<file path="config.mk">
export PLATFORM = sky130hd
export DESIGN_NAME = imem_ctrl
export DESIGN_NICKNAME = d
export VERILOG_FILES = /design/src/rtl/imem_ctrl.sv
export SDC_FILE = /design/constraint.sdc
export NUM_CORES = 1
export LEC_CHECK = 0
export CORE_ASPECT_RATIO = 0.75
export CORE_MARGIN = 8
export CORE_UTILIZATION = 36
export DETAILED_ROUTE_END_ITERATION = 10
export GPL_TIMING_DRIVEN = 1
export PLACE_DENSITY = 0.87
export RECOVER_POWER = 50
export SLEW_MARGIN = 25
export SYNTH_ARGS = -nofsm -noshare
export SYNTH_HDL_FRONTEND = slang
export SYNTH_SLANG_ARGS = --single-unit
</file>
<file path="constraint.sdc">
create_clock -name clk_i -period 1.5 [get_ports clk_i]
set_input_delay 0.45 -clock clk_i [delete_from_list [all_inputs] [get_ports clk_i]]
set_output_delay 0.45 -clock clk_i [all_outputs]
set_load 0.005 [all_outputs]
</file>
<file path="src/rtl/imem_ctrl.sv">
// imem_ctrl: boot-loads the instruction ROM from a byte stream, then serves IF fetches
// through a 1-deep registered request/valid pipe with stall and flush.
module imem_ctrl #(
   parameter int              XLEN       = 32,
   parameter int              ADDR_W     = 12,
   parameter logic [XLEN-1:0] MEM_OFFSET = 32'h8000_0000,
   parameter bit              BOOT_EN    = 1'b1
) (
   input  logic              clk_i,
   input  logic              rst_n_i,
   input  logic              ld_valid_i,
   input  logic [7:0]        ld_data_i,
   input  logic              ld_last_i,
   output logic              ld_ready_o,
   output logic              ld_ovf_o,
   input  logic              boot_start_i,
   output logic              boot_done_o,
   input  logic              fetch_req_i,
   input  logic [XLEN-1:0]   fetch_addr_i,
   output logic              fetch_ready_o,
   input  logic              stall_i,
   input  logic              flush_i,
   output logic              fetch_valid_o,
   output logic [XLEN-1:0]   fetch_pc_o,
   output logic [XLEN-1:0]   fetch_inst_o,
   output logic              fetch_err_o,
   output logic              rom_we_o,
   output logic [ADDR_W-1:0] rom_waddr_o,
   output logic [7:0]        rom_wdata_o,
   output logic [ADDR_W-1:0] rom_raddr_o,
   input  logic [XLEN-1:0]   rom_rdata_i
);
   localparam logic [0:0]      ST_LOAD = 1'b0;
   localparam logic [0:0]      ST_RUN  = 1'b1;
   localparam logic [XLEN-1:0] ROM_SZ  = XLEN'(2**ADDR_W);
   localparam logic [XLEN-1:0] NOP     = XLEN'(32'h0000_0013);
   logic [0:0]      state_q, state_d;
   logic [ADDR_W:0] cnt_q, cnt_d;
   logic            ovf_q, ovf_d;
   logic            valid_q, valid_d;
   logic [XLEN-1:0] pc_q, pc_d, inst_q, inst_d;
   logic            err_q, err_d;
   logic            run, hs, full, accept, hold, ok;
   logic [XLEN-1:0] off;
   assign run  = state_q == ST_RUN;
   assign off  = fetch_addr_i - MEM_OFFSET;
   assign ok   = (fetch_addr_i >= MEM_OFFSET) & (off < ROM_SZ) & (fetch_addr_i[1:0] == 2'b00);
   assign full = cnt_q[ADDR_W];
   assign hs   = ld_valid_i & !run;
   assign hold = valid_q & stall_i & !flush_i;
   assign ld_ready_o    = !run;
   assign boot_done_o   = run;
   assign ld_ovf_o      = ovf_q;
   assign rom_we_o      = hs & !full;
   assign rom_waddr_o   = cnt_q[ADDR_W-1:0];
   assign rom_wdata_o   = ld_data_i;
   assign rom_raddr_o   = {off[ADDR_W-1:2], 2'b00};
   assign fetch_ready_o = run & !(valid_q & stall_i) & !boot_start_i;
   assign accept        = fetch_req_i & fetch_ready_o;
   assign fetch_valid_o = valid_q;
   assign fetch_pc_o    = pc_q;
   assign fetch_inst_o  = inst_q;
   assign fetch_err_o   = err_q;
   always_comb begin
      state_d = state_q;
      cnt_d   = rom_we_o ? cnt_q + 1'b1 : cnt_q;
      ovf_d   = ovf_q | (hs & full);
      if (hs && ld_last_i) state_d = ST_RUN;
      if (run && boot_start_i) begin
         state_d = ST_LOAD;
         cnt_d   = '0;
         ovf_d   = 1'b0;
      end
      // flush and boot_start both kill whatever would be presented next cycle
      valid_d = run & !boot_start_i & !flush_i & (accept | hold);
      pc_d    = (accept && !flush_i) ? fetch_addr_i : pc_q;
      inst_d  = (accept && !flush_i) ? (ok ? rom_rdata_i : NOP) : inst_q;
      err_d   = (accept && !flush_i) ? !ok : err_q;
   end
   always_ff @(posedge clk_i or negedge rst_n_i) begin
      if (!rst_n_i) begin
         state_q <= BOOT_EN ? ST_LOAD : ST_RUN;
         cnt_q   <= '0;
         ovf_q   <= 1'b0;
         valid_q <= 1'b0;
         pc_q    <= '0;
         inst_q  <= '0;
         err_q   <= 1'b0;
      end else begin
         state_q <= state_d;
         cnt_q   <= cnt_d;
         ovf_q   <= ovf_d;
         valid_q <= valid_d;
         pc_q    <= pc_d;
         inst_q  <= inst_d;
         err_q   <= err_d;
      end
   end
endmodule

</file>
# [Yosys cells after proc, flatten, opt, wreduce, memory -nomap -nowiden]
# Cells that the tools add are included.
[classes] n_addsub=2 n_lt_le_gt_ge=2 mux=6 reduce_logical=12 bitwise_logic=15
[op_table] operator=">= comparator 32 bit (second input constant)" count=1
[op_table] operator="less-than comparator 32 x 13 -> 1 bit (second input constant)" count=1
[op_table] operator="two-way mux 32 bit" count=1
[op_table] operator="subtractor 32 bit (second input constant)" count=1
[op_table] operator="two-way mux 13 bit" count=2
[op_table] operator="adder 13 x 1 -> 13 bit (second input constant)" count=1
[op_table] operator="bitwise AND 1 bit" count=13
[op_table] operator="zero test 1 bit" count=6
[op_table] operator="nonzero test 2 bit" count=2
[op_table] operator="logical AND 1 bit" count=3
[op_table] operator="two-way mux 1 bit" count=3
[op_table] operator="zero test 2 bit" count=1
[op_table] operator="bitwise OR 1 bit" count=2
[totals] register_bits=81 elab_cells=44 inputBits=80 out_inout_bits=103

# [Logic depth before layout (Yosys ltp)]
[depth] depth_word=7 ltp_mapped=6 mapped_depth_nobuf=5

# [Least setup slack after synthesis]
# No wires, ideal clock.
[synth_path] path_kind="input port to flip-flop" startpoint="input boot_start_i" endpoint="register inst_q[0] (netlist: fetch_inst_o[0])" setup_ns=0.121 path_buffers=2 stages=6 required_ns=1.379 slack_ns=-0.229 arrival_ns=1.608 path_cell_list="nand2b_2 -> a2111o_1 -> buf_6 -> nor3_4 -> buf_6 -> a21oi_1"
[synth_between] elab_chain_len=4
[synth_lines] element="start, declared" line_no="16" source="input logic boot_start_i,"
[synth_lines] element="zero test 1 bit" line_no="58" source="assign fetch_ready_o = run & !(valid_q & stall_i) & !boot_start_i;"
[synth_lines] element="bitwise AND 1 bit" line_no="58"
[synth_lines] element="bitwise AND 1 bit" line_no="59" source="assign accept = fetch_req_i & fetch_ready_o;"
[synth_lines] element="logical AND 1 bit" line_no="77" source="inst_d = (accept && !flush_i) ? (ok ? rom_rdata_i : NOP) : inst_q;"
[synth_lines] element="end signal, assigned" line_no="95" source="inst_q <= inst_d;"
[synth_lines] element="end, declared" line_no="41" source="logic [XLEN-1:0] pc_q, pc_d, inst_q, inst_d;"
# No other way between the ends.
# A chain may end at the register's enable or synchronous reset.

# [Worst setup path in the final report]
[layout_path] startpoint="register state_q (netlist: boot_done_o)" endpoint="register cnt_q[10]"
[layout_between] elab_chain_len=4 elab_cells_between_ends=6 cone_classes="1 x mux; 2 x bitwise; 3 x reduce/logical"
[layout_lines] element="start, declared" line_no="37" source="logic [0:0] state_q, state_d;"
[layout_lines] element="start signal, assigned" line_no="82" source="state_q <= BOOT_EN ? ST_LOAD : ST_RUN;"
[layout_lines] element="start signal, assigned" line_no="90" source="state_q <= state_d;"
[layout_lines] element="zero test 1 bit" line_no="49" source="assign hs = ld_valid_i & !run;"
[layout_lines] element="bitwise AND 1 bit" line_no="49"
[layout_lines] element="bitwise AND 1 bit" line_no="54" source="assign rom_we_o = hs & !full;"
[layout_lines] element="nonzero test 2 bit (no line)"
[layout_lines] element="end signal, assigned" line_no="91" source="cnt_q <= cnt_d;"
[layout_lines] element="end, declared" line_no="38" source="logic [ADDR_W:0] cnt_q, cnt_d;"
# Parallel ways exist; a longest one is shown, timed or not.

==> results.md <==
* Initial antenna violation count at 0
* Crit path kind: reg2reg
* Crit end category: flip-flop
* Chip Height at 101 microns
* FILL cells at 805
* Critical path's top delay family: simple AND/OR/NAND/NOR gates
* Ports at 183
* Final Max Tran Viols at 0
* WHS at 0.372 ns
* Number of synthesized flops with an enable pin at 0
* Crit path buf inv count at 2
* H-tree depth at 3
* Core area at 9540 sq um
* Port Buffers at 164
* Setup-failing EPs final at 77
* Starting Density at 36.5%
* Worst slew pin tran at 0.500 ns
* Synth warnings at 0
* GRT Resource Usage Total at 18.5%
* CTS Buf Count at 9
* Root Buffer: clkbuf_16
* Power Density at 1020 nW/um^2
* Setup TNS Final at -6.25 ns
* Routed WL at 12.6 mm
* Worst Skew at 0.00497 ns
* RSZ-0062 raised after global routing: yes
* WP data arrival at 1.99 ns
* Hpwl dp at 8.31 mm
* Yosys top cell area share at 58.1%
* Clock insertion delay at the later pin of the skew report at 0.33 ns
* Post-Syn Instances at 338
* Post-route DRC at 0
* Post-route antenna net violation count at 0
* Vias in the first global route at 3458
* Failing checks: setup timing
* Syn Area/Cell at 10.3 sq um
* Final Hold Fails at 0
* TritonCTS clock tree: built
* Drt pass-1 iters at 4
* Commonest cells post-synth: nand2_1, dfrtp_1, buf_4
* Crit-path max cell delay at 0.47 ns
* Clock slew at reported path FFs at 0.07 ns
* CP Data Required Time at 1.73 ns
* DR WL/cell at 18.6 microns
* Final GP Congestion at 0.830
* Register area share after synthesis at 58.1%
* Top-count cell post-synth: nand2_1
* Final nets at 622
* Type of origin of the critical path: flip-flop
* Drt initial violations at 114
* Diodes inserted at 0
* Core Util, Final at 65.1%
* Fmax at 568 MHz
* Largest net degree at the start of global routing at 49
* Register bit total from synthesis at 81
* Total congestion overflow at 0
* Area Growth Syn to Fin at 78.2%
* Die W at 130 microns
* CP max stage cell: or4b_4
* CP cell instances: buf_6 > buf_12 > and4bb_2 > or4b_4 > xor2_1 > nor2_1
* Via count at 3255
* Pleak at 3.39 nW
* Fraction of registers with async set/reset at 100%
* Worst slew margin at 66.7%
* Top cell type by total area after synthesis: dfrtp_1
* Max_cap viols at 0
* Post-place setup slack at -0.850 ns
* Via/cell ratio at 4.80
* Sink Count at 81
* CP max FO at 5
* Synth area leaders: dfrtp_1, nand2_1, a22o_1
* Max Root-Sink Buffers at 2
* Worst Hold Class: in2reg
* Worst vdd ir at 0.723 mV
* Mapped Area at 3490 sq um
* Final cycle utilization of the critical path at 117%
* Final worst slack at -0.260 ns
* First-pass GRT wire length at 18.6 mm
* Final Total Pwr at 0.00635 W
* Final min period at 1.76 ns
* Status: finished with violations
* Yosys cell types at 31
* Share of layout cells above drive strength 1 at 31.7%
* Site Rows at 31
* Die area at 13100 sq um
* Top_reg_cell synth: dfrtp_1
per-stage QoR:
step                area, sq um  instances
detailed placement         5330        624
global route               6210        678
CTS                        5960        677
floorplan                  3520        339
finish                     6210        678
global placement           5330        624
tightest hold or removal path: cells and delay by family:
kind	cells	cell delay (ns)
buffers and inverters	1	0.12
AND/OR/NAND/NOR	2	0.10
final cells by class:
| class | count | area, sq um | share of cell area (%) |
|---|---|---|---|
| clock buffer | 9 | 225 | 3.62 |
| timing repair buffer | 237 | 2330 | 37.4 |
| inverter | 9 | 38.8 | 0.624 |
| sequential | 81 | 2030 | 32.6 |
| clock inverter | 7 | 60.1 | 0.967 |
| tap | 132 | 165 | 2.66 |
| multi-input combinational | 203 | 1370 | 22.0 |
per-layer routing:
metal  GRT usage, %  routed length, microns  up-vias
met3           5.73                     958       14
met5              0                       0        -
met4           5.07                     162        0
li1               -                       -     1505
met1           19.9                    4710     1630
met2           34.4                    6790      106
sequential cells by signal, summed over array words and instances, names as in the netlist:
name,flops
fetch_pc_o,32
fetch_inst_o,32
cnt_q,13
ld_ovf_o,1
boot_done_o,1
fetch_valid_o,1
fetch_err_o,1
repair_timing:
action	4_1_cts	5_1_grt
gates resized for setup	200	88
setup buffers	29	1
setup endpoints to repair	167	86
cloned	7	3
pin swaps	21	73
hold buffers	1	0
hold endpoints to repair	7	0
worst paths after layout:
kind	end	slack, ns	cells after the start	from
max	cnt_q[10]	-0.26	6	boot_done_o
min	fetch_pc_o[13]	0.37	3	fetch_addr_i[13]
max reg2reg	cnt_q[10]	-0.26	6	boot_done_o
min reg2reg	fetch_pc_o[7]	0.47	2	fetch_pc_o[7]
max in group asynchronous	boot_done_o	0.15	3	rst_n_i
min in group asynchronous	cnt_q[6]	0.60	2	rst_n_i
power by group:
part | internal (W) | switching, W | total [W]
combinational | 0.000866 | 0.000714 | 0.00158
clock | 0.00115 | 0.000941 | 0.00209
sequential | 0.00250 | 0.000181 | 0.00268
total | 0.00452 | 0.00184 | 0.00635
logic make-up (layout without fill, tap and decap cells):
family                     count (synthesis)  count (layout)  synth area share, %
adders and majority gates                  1               1                0.359
AOI/OAI and AO/OA                         42              42                 10.1
xor gates and xnor gates                  10              10                 2.51
and+or+nand+nor                          148             148                 18.6
buffers and inverters                     55             262                 10.2
other                                      1               2                0.108
DFF                                       81              81                 58.1
placed cells by master, fill, tap and decap left out, types with 3 or more instances in the layout:
master / n
clkdlybuf4s15_1: 4
nor2_1: 16
a22o_1: 29
inv_1: 6
buf_12: 4
buf_2: 10
clkdlybuf4s50_1: 35
dlymetal6s2s_1: 12
xor2_1: 5
inv_6: 5
clkbuf_16: 12
buf_16: 5
nand2_1: 64
xnor2_1: 5
dlygate4sd2_1: 92
nand4_1: 4
clkdlybuf4s15_2: 3
buf_4: 43
nand2_4: 5
nand2_2: 34
nand3_2: 3
buf_8: 6
dfrtp_1: 80
clkbuf_2: 3
a21oi_1: 6
buf_6: 14
nor4_4: 3
Note: power is estimated with default switching activity, not from simulation.
